## src/rtl/wb_regfile_if.sv

```systemverilog
// MEM/WB-to-register-file bus: write-back inputs, decode read ports and debug taps.
// The pipeline drives through the master modport and the register file is the slave.
interface wb_regfile_if #(
    parameter int DATA_W = 8,
    parameter int ADDR_W = 3,
    parameter int CNT_W  = 16
);
    logic              MemToReg;
    logic              RegWrite;
    logic [DATA_W-1:0] MemoryReadData;
    logic [DATA_W-1:0] AluOut;
    logic [ADDR_W-1:0] RegDst;
    logic [ADDR_W-1:0] ReadReg1;
    logic [ADDR_W-1:0] ReadReg2;
    logic [DATA_W-1:0] ReadData1;
    logic [DATA_W-1:0] ReadData2;
    logic [DATA_W-1:0] WriteData;
    logic              WbValid;
    logic [CNT_W-1:0]  RetireCount;

    modport master (
        output MemToReg, RegWrite, MemoryReadData, AluOut, RegDst, ReadReg1, ReadReg2,
        input  ReadData1, ReadData2, WriteData, WbValid, RetireCount
    );

    modport slave (
        input  MemToReg, RegWrite, MemoryReadData, AluOut, RegDst, ReadReg1, ReadReg2,
        output ReadData1, ReadData2, WriteData, WbValid, RetireCount
    );
endinterface

```

## src/rtl/wb_regfile.sv

```systemverilog
// Write-back stage: selects the result, commits it to an 8-entry register file with r0
// hardwired to zero, serves two bypassed read ports and counts retired writes.
module wb_regfile #(
    parameter int DATA_W = 8,
    parameter int ADDR_W = 3,
    parameter int CNT_W  = 16
) (
    input  logic         clk,
    input  logic         rst,
    wb_regfile_if.slave  bus
);
    localparam int DEPTH = 1 << ADDR_W;

    logic [DATA_W-1:0] regs_q [DEPTH];
    logic [CNT_W-1:0]  retire_q;
    logic [CNT_W-1:0]  retire_d;
    logic [DATA_W-1:0] write_data_s;
    logic              wb_valid_s;
    logic [DATA_W-1:0] read_data1_s;
    logic [DATA_W-1:0] read_data2_s;

    // Entry 0 is never written, but the read path masks it anyway so r0 can never bypass.
    function automatic logic [DATA_W-1:0] port_read(
        input logic [ADDR_W-1:0] addr,
        input logic [DATA_W-1:0] stored,
        input logic              wb_valid,
        input logic [ADDR_W-1:0] dst,
        input logic [DATA_W-1:0] wdata
    );
        logic [DATA_W-1:0] value;
        if (addr == {ADDR_W{1'b0}}) begin
            value = {DATA_W{1'b0}};
        end else if (wb_valid && (addr == dst)) begin
            value = wdata;
        end else begin
            value = stored;
        end
        return value;
    endfunction

    // Result select, commit qualifier, counter next state and both read ports.
    always_comb begin
        write_data_s = bus.AluOut;
        wb_valid_s   = 1'b0;
        retire_d     = retire_q;
        if (bus.MemToReg) begin
            write_data_s = bus.MemoryReadData;
        end else begin
            write_data_s = bus.AluOut;
        end
        if (bus.RegWrite && (bus.RegDst != {ADDR_W{1'b0}})) begin
            wb_valid_s = 1'b1;
            retire_d   = retire_q + {{(CNT_W-1){1'b0}}, 1'b1};
        end else begin
            wb_valid_s = 1'b0;
            retire_d   = retire_q;
        end
        read_data1_s = port_read(bus.ReadReg1, regs_q[bus.ReadReg1], wb_valid_s, bus.RegDst, write_data_s);
        read_data2_s = port_read(bus.ReadReg2, regs_q[bus.ReadReg2], wb_valid_s, bus.RegDst, write_data_s);
    end

    // Register storage and retirement counter; reset clears both at once, mid-cycle included.
    always_ff @(posedge clk or negedge rst) begin
        if (!rst) begin
            for (int i = 0; i < DEPTH; i++) begin
                regs_q[i] <= {DATA_W{1'b0}};
            end
            retire_q <= {CNT_W{1'b0}};
        end else begin
            if (wb_valid_s) begin
                regs_q[bus.RegDst] <= write_data_s;
            end
            retire_q <= retire_d;
        end
    end

    assign bus.WriteData   = write_data_s;
    assign bus.WbValid     = wb_valid_s;
    assign bus.ReadData1   = read_data1_s;
    assign bus.ReadData2   = read_data2_s;
    assign bus.RetireCount = retire_q;
endmodule

```

## src/flat_wrapper.sv

```systemverilog
// flat-port wrapper written by rule: the top's interface ports become plain ports
module wb_regfile_flat 
#(
    parameter int DATA_W = 8,
    parameter int ADDR_W = 3,
    parameter int CNT_W  = 16
)
  (clk, rst, bus_MemToReg, bus_RegWrite, bus_MemoryReadData, bus_AluOut, bus_RegDst, bus_ReadReg1, bus_ReadReg2, bus_ReadData1, bus_ReadData2, bus_WriteData, bus_WbValid, bus_RetireCount);
  wb_regfile_if #(.DATA_W(DATA_W), .ADDR_W(ADDR_W), .CNT_W(CNT_W)) bus_i ();
  input  logic clk;
  input  logic rst;
  input wire logic [$bits(bus_i.MemToReg)-1:0] bus_MemToReg;
  input wire logic [$bits(bus_i.RegWrite)-1:0] bus_RegWrite;
  input wire logic [$bits(bus_i.MemoryReadData)-1:0] bus_MemoryReadData;
  input wire logic [$bits(bus_i.AluOut)-1:0] bus_AluOut;
  input wire logic [$bits(bus_i.RegDst)-1:0] bus_RegDst;
  input wire logic [$bits(bus_i.ReadReg1)-1:0] bus_ReadReg1;
  input wire logic [$bits(bus_i.ReadReg2)-1:0] bus_ReadReg2;
  output wire logic [$bits(bus_i.ReadData1)-1:0] bus_ReadData1;
  output wire logic [$bits(bus_i.ReadData2)-1:0] bus_ReadData2;
  output wire logic [$bits(bus_i.WriteData)-1:0] bus_WriteData;
  output wire logic [$bits(bus_i.WbValid)-1:0] bus_WbValid;
  output wire logic [$bits(bus_i.RetireCount)-1:0] bus_RetireCount;
  assign bus_i.MemToReg = bus_MemToReg;
  assign bus_i.RegWrite = bus_RegWrite;
  assign bus_i.MemoryReadData = bus_MemoryReadData;
  assign bus_i.AluOut = bus_AluOut;
  assign bus_i.RegDst = bus_RegDst;
  assign bus_i.ReadReg1 = bus_ReadReg1;
  assign bus_i.ReadReg2 = bus_ReadReg2;
  assign bus_ReadData1 = bus_i.ReadData1;
  assign bus_ReadData2 = bus_i.ReadData2;
  assign bus_WriteData = bus_i.WriteData;
  assign bus_WbValid = bus_i.WbValid;
  assign bus_RetireCount = bus_i.RetireCount;
  wb_regfile #(.DATA_W(DATA_W), .ADDR_W(ADDR_W), .CNT_W(CNT_W)) u_core (.clk(clk), .rst(rst), .bus(bus_i));
endmodule
```

## config.mk

```make
export PLATFORM = sky130hd
export DESIGN_NAME = wb_regfile_flat
export DESIGN_NICKNAME = d
export VERILOG_FILES = /design/src/rtl/wb_regfile_if.sv /design/src/rtl/wb_regfile.sv /design/src/flat_wrapper.sv
export SDC_FILE = /design/constraint.sdc
export NUM_CORES = 1
export LEC_CHECK = 0
export BUFFER_PORTS_ARGS = -buffer_cell sky130_fd_sc_hd__buf_2
export CELL_PAD_IN_SITES_DETAIL_PLACEMENT = 1
export CELL_PAD_IN_SITES_GLOBAL_PLACEMENT = 2
export CORE_ASPECT_RATIO = 0.7
export CORE_MARGIN = 2
export CORE_UTILIZATION = 40
export DETAILED_ROUTE_END_ITERATION = 8
export PLACE_DENSITY = 0.88
export SLEW_MARGIN = 15
export SYNTH_ARGS = -nofsm -noshare
export SYNTH_HDL_FRONTEND = slang
export SYNTH_SLANG_ARGS = --single-unit
```

## constraint.sdc

```tcl
create_clock -name clk -period 4.1 [get_ports clk]
set_clock_uncertainty 0.1 [all_clocks]
set_input_delay 0.205 -clock clk [delete_from_list [all_inputs] [get_ports clk]]
set_output_delay 0.205 -clock clk [all_outputs]
set_load 0.02 [all_outputs]
```

# Word-level counts from Yosys, hierarchy flattened
# Index checks and enable logic that the tools add are counted.
[word_totals]
ff_bits = 80
in_bits = 29
out_inout_bits = 41
elab_cells = 41
[op_classes]
mux = 15
bitwise = 3
n_addsub = 1
n_eq_ne = 2
n_reduce_logical = 7
order_cmp = 4
[op_table]
columns = ["cell", "count"]
rows = [
  ["8-bit 2-to-1 mux", 10],
  ["64-bit bitwise mux", 1],
  ["8-bit binary-select mux with 3-bit select", 2],
  ["8-bit demux with 3-bit select", 1],
  ["16-bit by 1-bit adder with 16-bit output, second input constant", 1],
  ["4-bit greater-or-equal comparator, second input constant", 3],
  ["3-bit NOT with 4-bit output", 3],
  ["3-bit == test", 2],
  ["3-bit zero test", 2],
  ["1-bit logical AND", 4],
  ["4-bit by 1-bit < comparator with 1-bit output, second input constant", 1],
  ["3-bit nonzero test", 1],
  ["1-bit 2-to-1 mux", 1],
]

# Depth between registers and ports, before layout
# Gate-level depths: netlist (run 1).
[depth]
word_depth = 6
mapped_depth = 6
ltp_nobuf = 5

# Least setup slack after synthesis (run 1)
# No wires, ideal clock.
[synth_timing]
path_kind = "input to output"
from = "input port bus_ReadReg2[1]"
to = "output port bus_ReadData2[5]"
stages = 6
slack_ns = 2.117
t_required_ns = 3.795
arrival_ns = 1.678
cell_sequence = "buf_2 > xor2_1 > nor4_4 > buf_6 > a211oi_1 > a211oi_1"
[synth_between]
elab_chain_len = 6
elab_cells_between_ends = 9
cone_classes = "eq/ne: 1; mux: 5; bitwise: 1; reduce/logical: 2"
[synth_rtl]
columns = ["element", "line", "text"]
rows = [
  ["start, declared", "flat_wrapper.sv:18", "input wire logic [$bits(bus_i.ReadReg2)-1:0] bus_ReadReg2;"],
  ["3-bit NOT with 4-bit output (implied by the code)", "wb_regfile.sv:59", "read_data2_s = port_read(bus.ReadReg2, regs_q[bus.ReadReg2], wb_valid_s, bus.RegDst, write_data_s);"],
  ["8-bit binary-select mux with 3-bit select", "wb_regfile.sv:59", ""],
  ["8-bit 2-to-1 mux (implied by the code) (2 in series)", "wb_regfile.sv:59", ""],
  ["8-bit 2-to-1 mux", "wb_regfile.sv:33", "end else if (wb_valid && (addr == dst)) begin"],
  ["8-bit 2-to-1 mux *", "wb_regfile.sv:31", "if (addr == {ADDR_W{1'b0}}) begin"],
  ["end, declared", "flat_wrapper.sv:20", "output wire logic [$bits(bus_i.ReadData2)-1:0] bus_ReadData2;"],
]
# Mark *: on every way between the ends. The rest lies on a longest branch, timed or not. The select of a mux whose other input is x is not followed.

# Final worst setup path (run 1)
[layout_timing]
from = "input port bus_ReadReg2[1]"
to = "output port bus_ReadData2[7]"
# Same word-level chain as after synthesis.

==> metrics.csv, run 1 <==
stage;metric;value;unit
timing;finalHoldViolCount;0;
synthesis;ys.flop_type;dfrtp_1;
timing;rsz0062_at_grt;false;
final_layout;finalInstanceArea;5165;um2
placement;post-place-ws;1.568;ns
synthesis;synth_enable_flop_cells;0;
floorplanning;fp.dieH;92.23;um
placement;placed_cells;582;
floorplanning;die_area;11990;um2
setup_path;cp_slowest_stage_delay;0.87;ns
final_layout;final_cells;598;
global_routing;grt_max_degree;81;
clock_network;h-tree-depth;3;
synthesis;synth-xor-area-share;4.135;%
setup_path;r2r_end;u_core.bus.RetireCount[12];
global_routing;grt_pass1_vias;3632;
setup_path;start_kind;input port;
synthesis;synthMuxAreaShare;19.18;%
drt;vias;3400;
min_path;hp-class;input port to flop;
timing;postLayoutSetupSlackWorst;1.479;ns
synthesis;synthSimpleGateAreaFrac;12.86;%
placement;port_buffers;69;
floorplanning;num_rows;32;
drt;dr.first_iter.drc_count;193;
setup_path;crit_chain;buf_2, xor2_1, nor4_4, a211oi_1, a211oi_1, buf_2;
min_path;holdPathEnd;u_core.bus.RetireCount[0];
clock_network;cts_tree;done;
global_routing;grtUsageTotal;22.38;%
pwr;peakVddDrop;0.2161;mV
global_routing;antenna_found_initial;0;
drt;vias_per_cell;5.686;
min_path;hp-start;bus_RegWrite;
timing;tightest_slew;1.112;ns
final_layout;nets;471;
clock_network;cts_hold_buf;1;
timing;slew_viol_final;0;
timing;slew-limit-headroom;23.73;%
placement;gp_congestion;0.8139;
synthesis;synth-seq-area-share;45.01;%
drt;ant_nets;0;
clock_network;clock_sinks;80;
clock_network;root_buffer;clkbuf_16;
drt;route.detailed.wl_per_inst;20.71;um
placement;placed_area;4820;um2
final_layout;nFillCells;1194;
synthesis;synthAdderAreaFrac;0.2813;%
setup_path;reg2reg_from;u_core.bus.RetireCount[1];
setup_path;crit_type;input port to primary output;
clock_network;cts_setup_buffers;0;
final_layout;drive_gt1_share;26.29;%
synthesis;syn-instance-count;390;
setup_path;worst_setup_path_end_kind;primary output;
synthesis;synth_area;4448;um2
synthesis;synth_top_family_by_area;multiplexers;
drt;totalWireLength;12380;um
clock_network;ctsResizeCount;0;
synthesis;syn_area_per_cell;11.41;um2
synthesis;yosysWarnings;0;
global_routing;overflow;0;
final_layout;multi_input_area;2196;um2
clock_network;clock_path_buffers;2;
synthesis;synth_compound_area_share;12.52;%
synthesis;syn-num-nets;420;
floorplanning;io_pins;70;
clock_network;clk_pin_slew;0.06;ns
timing;setup-violations-final;0;
pwr;cellPowerDensity;520.0;nW/um2
status;run_status;finished clean;
global_routing;grt_pass1_wl;19930;um
setup_path;worst-path-max-fanout;18;
floorplanning;initial_utilization;40.69;%
final_layout;seqCellArea;2002;um2
synthesis;ys_ff_latch;80;
floorplanning;die_w;130.0;um
timing;min_period;2.621;ns
setup_path;crit_arrival;2.32;ns
min_path;min_path_cells;3;
drt;first_pass_iters;4;
synthesis;async_reset_ff_share;100.0;%
placement;hpwlAfterDp;8677;um
timing;fmax;381.6;MHz
pwr;p_leak;2.343;nW
final_layout;syn2layout_area_growth;16.12;%
floorplanning;core_area;10930;um2
job;maxCapViolations;0;
setup_path;cpMaxStageDelayCell;nor4_4;
drt;drc;0;
timing;post-route-period-util;63.92;%
setup_path;required;3.80;ns
clock_network;cts_buffers;9;
setup_path;r2r_setup_slack;2.09;ns
setup_path;crit_start;bus_ReadReg2[1];
setup_path;rr_worst_depth;5;
timing;setup_tns;0;ns
synthesis;synth_cell_types;29;
clock_network;clkLatencyLatePin;0.34;ns
final_layout;n_antenna_cell;0;
-- synth_stat cells, drive strengths merged, types with 2 or more instances --
master	n	area, um2
dfrtp	80	2002
nand2	39	146.4
a211oi	32	255.3
mux4	32	773.2
o21ai	32	160.2
nor2	25	93.84
a21oi	24	120.1
buf	21	173.9
nor2b	16	100.1
clkbuf	15	56.30
xor2	15	131.4
inv	10	37.53
nor3	10	50.05
mux2i	8	80.08
nand3	6	30.03
xnor2	6	52.55
and3	5	31.28
nand4	5	31.28
nand4b	3	26.28
nor4	2	42.54
nor4bb	2	20.02
-- worst max-delay path by stage --
| stage | to | slack [ns] | cells after the start |
|---|---|---|---|
| floorplan | bus_ReadData2[5] | 2.12 | 6 |
| global placement | bus_ReadData1[0] | 1.68 | 6 |
| detailed placement | bus_ReadData2[7] | 1.57 | 6 |
| CTS | bus_ReadData2[7] | 1.53 | 6 |
| global route | bus_ReadData2[7] | 1.36 | 6 |
| finish | bus_ReadData2[7] | 1.48 | 6 |
-- state kept, by name, summed over array words and instances (netlist names) --
name	flops
u_core.regs_q	64
u_core.bus.RetireCount	16
-- layout by cell type, fill, tap and decap left out, types with 9 or more instances in the layout --
cell type  count
nor2_1        25
dfrtp_1       80
clkbuf_16      9
mux4_1        14
a21oi_1       24
mux4_2        18
buf_2         68
nand2_1       39
nor2b_1       16
xor2_1        15
inv_1          9
o21ai_0       32
a211oi_1      29
nor3_1         9
-- cell type report --
class	instances	share of cell area (%)
Inverter	10	0.7267
Clock buffer	10	4.433
Sequential cell	80	38.76
Tap cell	153	3.706
Timing Repair Buffer	76	7.800
Multi-Input combinational cell	264	42.51
Clock inverter	5	2.059
-- power by group --
part,switching [mW],internal (mW)
Combinational,0.378,0.300
Clock,0.323,0.593
Sequential,0.151,0.942
-- cell families (layout without fill, tap and decap cells) --
kind of cell	after synthesis	count (layout)
AOI/OAI and AO/OA	89	89
xor gates and xnor gates	21	21
adders and majority gates	1	1
buffers and inverters	46	101
DFF	80	80
muxes	40	40
and+or+nand+nor	113	113
-- layer usage --
| metal | global-route usage (%) | wire [um] | vias up |
|---|---|---|---|
| met5 | 0 | 0 | - |
| met4 | 9.767 | 295 | 0 |
| met3 | 5.076 | 574 | 22 |
| met2 | 34.60 | 6066 | 93 |
| met1 | 30.29 | 5447 | 1764 |
| li1 | - | - | 1521 |
-- worst max-delay path, delay by kind of cell --
kind	cells	cell delay [ns]
XOR/XNOR	1	0.18
buffers and inverters	2	0.57
AO/OA/AOI/OAI	2	0.48
AND/OR/NAND/NOR	1	0.87
-- stage by stage --
step                utilization (%)  total power [mW]  hold slack [ns]
finish                        47.25             2.686           0.2073
global route                  47.25             2.821           0.2033
CTS                           47.25             2.709           0.1935
detailed placement            44.09             1.780           0.2833
global placement              44.09             1.734           0.2772
floorplan                         -             1.538          -0.1906
(Power assumes the default switching activity.)
==> inputs of run 2 (changes only) <==
--- a/config.mk
+++ b/config.mk
@@ -10,9 +10,9 @@
 export CELL_PAD_IN_SITES_GLOBAL_PLACEMENT = 2
 export CORE_ASPECT_RATIO = 0.7
 export CORE_MARGIN = 2
-export CORE_UTILIZATION = 40
+export CORE_UTILIZATION = 37
 export DETAILED_ROUTE_END_ITERATION = 8
-export PLACE_DENSITY = 0.88
+export PLACE_DENSITY = 0.82
 export SLEW_MARGIN = 15
 export SYNTH_ARGS = -nofsm -noshare
 export SYNTH_HDL_FRONTEND = slang
==> constraint.sdc (replaced) <==
create_clock -name clk -period 2.7 [get_ports clk]
set_clock_uncertainty 0.1 [all_clocks]
set_input_delay 0.135 -clock clk [delete_from_list [all_inputs] [get_ports clk]]
set_output_delay 0.135 -clock clk [all_outputs]
set_load 0.02 [all_outputs]
==> run 2 against run 1 <==
Clock power up 58%. Global-route usage decreased by 0.58 points. Highest routed layer unchanged. Largest power group unchanged. Design area increased by 3.1%. Worst hold slack got worse by 0.083 ns. Routed wire length up 5.3%. Sequential share of layout area decreased by 1.1 points. Flip-flop and latch count stayed put. Critical endpoint is now bus_ReadData1[2]. Die area grew 7.8%. Utilization down 1.9 points. Setup slack lost 0.98 ns.
==> metrics.csv, run 2 (synthesis gave the netlist of run 1 again) <==
stage;metric;value;unit;change
final_layout;layout_commonest_cell;dfrtp_1;;
global_routing;grt_pass1_vias;3589;;-1.2%
drt;totalWireLength;13040;um;+5.3%
placement;placed_area;4957;um2;+2.9%
setup_path;rr_worst_depth;5;;unchanged
timing;finalHoldViolCount;0;;unchanged
floorplanning;die_area;12930;um2;+7.8%
timing;setup_tns;0;ns;unchanged
floorplanning;die_w;135.1;um;+3.9%
min_path;hp-class;input port to flop;;
clock_network;clock_path_buffers;2;;unchanged
setup_path;critPathCapture;bus_ReadData1[2];;
pwr;swShare;31.21;%;-0.49 points
floorplanning;initial_utilization;37.93;%;-2.8 points
floorplanning;fp.dieH;95.74;um;+3.8%
placement;gp_congestion;0.8024;;-1.4%
timing;whs;0.1247;ns;-0.08254 ns
status;run_status;finished clean;;
setup_path;cpMostUsedCell;a211oi_1;;
drt;vias_per_cell;5.599;;-1.5%
drt;ant_nets;0;;unchanged
setup_path;worst-path-max-fanout;3;;-15
pwr;cellPowerDensity;779.7;nW/um2;+50%
final_layout;drive_gt1_share;29.22;%;+2.9 points
setup_path;required;2.47;ns;-1.33 ns
global_routing;grt_max_degree;81;;unchanged
final_layout;finalInstanceArea;5323;um2;+3.1%
setup_path;cp.buffers_inverters;1;;-1
timing;slew-limit-headroom;30.91;%;+7.2 points
timing;tightest_slew;1.036;ns;-0.07599 ns
clock_network;clk_pin_slew;0.06;ns;about the same
pwr;p_sw;1.295;mW;+52%
final_layout;multi_input_area;2196;um2;unchanged
timing;setup-violations-final;0;;unchanged
job;maxCapViolations;0;;unchanged
clock_network;cts_buffers;9;;unchanged
placement;hpwlAfterDp;8785;um;+1.2%
pwr;peakVddDrop;0.3708;mV;+72%
clock_network;clkLatencyLatePin;0.34;ns;about the same
global_routing;grtUsageMet3;4.423;%;-0.65 points
final_layout;seqCellArea;2002;um2;unchanged
setup_path;worst_setup_path_end_kind;primary output;;
clock_network;h-tree-depth;3;;unchanged
global_routing;met1_usage;30.17;%;-0.12 points
clock_network;cts_setup_buffers;0;;unchanged
floorplanning;core_area;11730;um2;+7.3%
setup_path;critical_path.top_delay_family;multiplexers;;
clock_network;cts_tree;done;;
final_layout;layout_common_cells;80 x dfrtp_1, 68 x buf_2, 39 x nand2_1, 32 x o21ai_0, 29 x a211oi_1;;
global_routing;grt_use_met2;34.94;%;+0.34 points
setup_path;r2r_setup_slack;0.80;ns;-1.29 ns
setup_path;crit_arrival;1.97;ns;-0.35 ns
timing;fmax;454.5;MHz;
global_routing;overflow;0;;unchanged
setup_path;cpMaxStageDelayCell;mux4_1;;
clock_network;clock_sinks;80;;unchanged
floorplanning;num_rows;33;;+3.1%
pwr;p_int;2.855;mW;+56%
global_routing;grtUsageTotal;21.80;%;-0.58 points
pwr;p_comb_share;24.9;%;-0.3 points
global_routing;grt_pass1_wl;20780;um;+4.2%
setup_path;crit_start;u_core.regs_q[26];;
setup_path;r2r_end;u_core.bus.RetireCount[12];;
global_routing;antenna_found_initial;0;;unchanged
pwr;p_leak;2.438;nW;+4.1%
setup_path;worst-path-stages;5;;-1
timing;rsz0062_at_grt;false;;
final_layout;largest_register_ff_count;64;;unchanged
drt;vias;3466;;+1.9%
final_layout;n_antenna_cell;0;;unchanged
final_layout;nets;487;;+3.4%
setup_path;reg2reg_from;u_core.bus.RetireCount[0];;
timing;min_period;2.200;ns;
setup_path;cp_slowest_stage_delay;0.48;ns;-0.39 ns
timing;post-route-period-util;81.49;%;
final_layout;syn2layout_area_growth;19.66;%;
final_layout;nFillCells;1296;;+8.5%
drt;route.detailed.wl_per_inst;21.07;um;+1.7%
setup_path;start_kind;flop;;
min_path;min_path_cells;3;;unchanged
pwr;clkPwrFrac;35.0;%;+0.9 points
drt;dr.first_iter.drc_count;170;;-12%
timing;slew_viol_final;0;;unchanged
final_layout;largest_register;u_core.regs_q;;
pwr;seq_power_share;40.0;%;-0.7 points
setup_path;crit_chain;mux4_1, nor2b_1, a211oi_1, a211oi_1, buf_2;;
global_routing;grt-busiest-layer;met2;;
placement;port_buffers;69;;unchanged
setup_path;crit_type;flop to primary output;;
clock_network;root_buffer;clkbuf_16;;
drt;drc;0;;unchanged
drt;first_pass_iters;4;;unchanged
floorplanning;io_pins;70;;unchanged
min_path;hp-start;bus_RegWrite;;
==> run 2: area by class of cell <==
cell class / count / share of cell area (%)
flip-flops and latches: 80 / 37.61
repair buffers: 92 / 10.06
clock inverters: 5 / 1.928
multi-input cells: 264 / 41.26
well taps: 157 / 3.691
clock buffers: 11 / 4.748
inverters: 10 / 0.7052
==> run 2: power by group through the flow <==
stage	sequential (mW)	combinational (mW)	clock [mW]
after floorplan	1.67	0.670	0
after global placement	1.65	1.01	0
after detailed placement	1.68	1.04	0
after CTS	1.66	1.05	1.48
after global routing	1.70	1.14	1.52
final	1.66	1.04	1.45
==> run 2: layer usage <==
metal  vias up  wire [um]
met5         -          0
met4         0        189
met3        14        716
met2        97       6281
met1      1790       5855
li1       1565          -
==> run 2: worst min-delay path by stage <==
stage / to / slack [ns]
after floorplan: u_core.bus.RetireCount[0] / -0.26
after CTS: u_core.bus.RetireCount[0] / 0.12
final: u_core.bus.RetireCount[0] / 0.12
after global routing: u_core.bus.RetireCount[0] / 0.16
after global placement: u_core.regs_q[58] / 0.28
after detailed placement: u_core.regs_q[12] / 0.28
==> run 2: repair_timing <==
action,CTS,global route
resized for setup,0,0
hold buffers,1,0
hold endpoints to repair,80,0
setup endpoints to repair,0,0
==> run 2: worst min-delay path, cell delays in order <==
cell,delay [ns]
buf_2,0.15
o31ai_4,0.16
xnor2_1,0.08
==> run 2: metrics by stage <==
step / power (mW) / util (%) / cells / setup WS (ns)
floorplan: 2.336 / - / 390 / 0.8569
global placement: 2.660 / 42.27 / 602 / 0.5794
detailed placement: 2.715 / 42.27 / 602 / 0.5312
CTS: 4.193 / 45.39 / 619 / 0.5001
global route: 4.359 / 45.39 / 619 / 0.4212
finish: 4.150 / 45.39 / 619 / 0.4998
==> inputs of run 3 (changes only) <==
--- a/config.mk
+++ b/config.mk
@@ -10,9 +10,9 @@
 export CELL_PAD_IN_SITES_GLOBAL_PLACEMENT = 2
 export CORE_ASPECT_RATIO = 0.7
 export CORE_MARGIN = 2
-export CORE_UTILIZATION = 37
+export CORE_UTILIZATION = 34
 export DETAILED_ROUTE_END_ITERATION = 8
-export PLACE_DENSITY = 0.82
+export PLACE_DENSITY = 0.8
 export SLEW_MARGIN = 15
 export SYNTH_ARGS = -nofsm -noshare
 export SYNTH_HDL_FRONTEND = slang
==> constraint.sdc (replaced) <==
create_clock -name clk -period 1.9 [get_ports clk]
set_clock_uncertainty 0.1 [all_clocks]
set_input_delay 0.095 -clock clk [delete_from_list [all_inputs] [get_ports clk]]
set_output_delay 0.095 -clock clk [all_outputs]
set_load 0.02 [all_outputs]
==> run 3 against run 2 <==
The flow now finishes with violations (negative setup slack). Register-to-register slack worse by 0.60 ns. Critical path depth is the same. Clock power increased by 24%. Largest cell class unchanged. Largest power group unchanged.
==> metrics.csv, run 3 (synthesis gave the netlist of run 1 again) <==
stage;metric;value;unit;change
final_layout;layout_common_cells;80 x dfrtp_1, 61 x buf_2, 44 x buf_4, 39 x nand2_1, 32 x o21ai_0;;
final_layout;nets;506;;+3.9%
setup_path;cp_slowest_stage_delay;0.48;ns;about the same
timing;rsz0062_at_grt;true;;
setup_path;required;1.70;ns;-0.77 ns
status;run_status;finished, violations left;;
setup_path;r2r_setup_slack;0.20;ns;-0.60 ns
drt;vias;3490;;+0.69%
setup_path;r2r_end;u_core.bus.RetireCount[12];;
clock_network;clock_sinks;80;;unchanged
setup_path;crit_chain;mux4_2, nor2b_4, a211oi_2, a211oi_2, buf_4;;
pwr;cellPowerDensity;1041;nW/um2;+33%
placement;port_buffers;69;;unchanged
clock_network;cts_tree;done;;
setup_path;worst_setup_path_end_kind;primary output;;
timing;min_period;2.082;ns;
floorplanning;core_area;12590;um2;+7.4%
clock_network;h-tree-depth;3;;unchanged
drt;vias_per_cell;5.428;;-3.1%
final_layout;final_cells;643;;+3.9%
status;violations;negative setup slack;;
setup_path;crit_arrival;1.89;ns;-0.08 ns
timing;whs;0.1096;ns;-0.01510 ns
clock_network;root_buffer;clkbuf_16;;
floorplanning;io_pins;70;;unchanged
drt;drc;0;;unchanged
pwr;peakVddDrop;0.4114;mV;+11%
timing;fmax;480.4;MHz;
job;maxCapViolations;0;;unchanged
timing;postLayoutSetupSlackWorst;-0.1818;ns;-0.6816 ns
placement;placed_cells;619;;+2.8%
floorplanning;die_area;14030;um2;+8.5%
drt;ant_nets;0;;unchanged
final_layout;n_antenna_cell;0;;unchanged
global_routing;grt_pass1_wl;21290;um;+2.5%
drt;totalWireLength;13550;um;+3.9%
floorplanning;die_w;140.7;um;+4.2%
timing;post-route-period-util;109.6;%;
setup_path;rr_worst_depth;6;;+1
placement;gp_congestion;0.7812;;-2.6%
timing;slew-limit-headroom;36.05;%;+5.1 points
clock_network;clk_pin_slew;0.06;ns;about the same
timing;setup-violations-final;16;;+16
drt;dr.first_iter.drc_count;145;;-15%
setup_path;crit_start;u_core.regs_q[22];;
floorplanning;num_rows;34;;+3.0%
setup_path;reg2reg_from;u_core.bus.RetireCount[0];;
final_layout;largest_register;u_core.regs_q;;
clock_network;cts_buffers;9;;unchanged
global_routing;overflow;0;;unchanged
global_routing;grtUsageTotal;20.12;%;-1.7 points
floorplanning;fp.dieH;99.70;um;+4.1%
timing;tightest_slew;0.9519;ns;-0.08437 ns
setup_path;cpMaxStageDelayCell;mux4_2;;
clock_network;clkLatencyLatePin;0.35;ns;about the same
final_layout;drive_gt1_share;39.71;%;+10 points
setup_path;start_kind;flop;;
pwr;p_leak;2.530;nW;+3.8%
drt;first_pass_iters;4;;unchanged
global_routing;antenna_found_initial;0;;unchanged
drt;route.detailed.wl_per_inst;21.07;um;about the same
floorplanning;initial_utilization;35.32;%;-2.6 points
setup_path;crit_type;flop to primary output;;
placement;post-place-ws;-0.03500;ns;-0.5662 ns
timing;finalHoldViolCount;0;;unchanged
global_routing;grt_pass1_vias;3774;;+5.2%
global_routing;grt_max_degree;58;;-28%
final_layout;syn2layout_area_growth;25.99;%;
timing;slew_viol_final;0;;unchanged
min_path;hp-class;input port to async pin;;
final_layout;post-route-util;44.51;%;-0.89 points
setup_path;cpMostUsedCell;a211oi_2;;
clock_network;clock_path_buffers;2;;unchanged
placement;hpwlAfterDp;9217;um;+4.9%
setup_path;worst-path-max-fanout;3;;unchanged
final_layout;largest_register_ff_count;64;;unchanged
final_layout;layout_commonest_cell;dfrtp_1;;
## run 3: cell types whose count changed in the layout (fill, tap and decap cells not counted)
cell        change
clkinv_2        +1
a211oi_1       -19
a211oi_2       +19
buf_2           -7
nor2b_2         +1
nor2b_1         -8
buf_4          +22
mux4_2         +10
nor2b_4         +7
clkinvlp_4      +1
bufinv_16       -2
buf_12          +4
mux4_1         -10
## run 3: metal layers
layer	GRT usage (%)	vias to the layer above	routed length [um]
met5	0	-	0
li1	-	1588	-
met4	6.769	0	199
met1	27.19	1802	6122
met3	3.659	15	595
met2	33.06	85	6633
## run 3: area by class of cell
type                            instances  area [um2]
Clock inverter                          5       55.05
Clock buffer                           11       252.7
Fill cell                            1381        6988
Sequential cell                        80        2002
Inverter                               10       37.54
Tap cell                              162       202.7
Timing Repair Buffer                  111       745.7
Multi-Input combinational cell        264        2308
## run 3: per-stage QoR
stage,TNS (ns),area (um2),power (mW)
6_report,-1.787,5604,5.831
5_1_grt,-2.733,5604,6.128
2_1_floorplan,0,4448,3.320
4_1_cts,-1.881,5579,5.858
3_5_place_dp,-0.05397,5104,3.895
3_3_place_gp,0,5104,3.810
## run 3: worst max-delay path by stage
stage | endpoint | slack [ns] | cells past startpoint
after global routing | bus_ReadData2[4] | -0.24 | 5
after global placement | bus_ReadData2[3] | 0.003 | 7
after CTS | bus_ReadData2[2] | -0.18 | 5
after detailed placement | bus_ReadData2[2] | -0.03 | 7
after floorplan | bus_ReadData2[5] | 0.14 | 6
final | bus_ReadData2[6] | -0.18 | 5
## run 3: report_power, final
group,total (mW),internal (mW),switching [mW]
sequential,2.36,2.03,0.325
combinational,1.68,0.808,0.870
clock,1.80,1.08,0.713
total,5.83,3.92,1.91
## run 3: timing repair
action / CTS / global route
setup endpoints to repair: 16 / 16
gates resized for setup: 50 / 1
endpoints found under the hold margin: 80 / 0
setup buffers: 4 / 3
hold buffers: 1 / 0
pin swaps: 26 / 4
## run 3: critical path: cells and delay by family (launching register included)
kind	cells	cell delay, ns
mux	1	0.48
flops	1	0.40
compound gates	2	0.31
buf+inv	1	0.20
simple gates	1	0.15
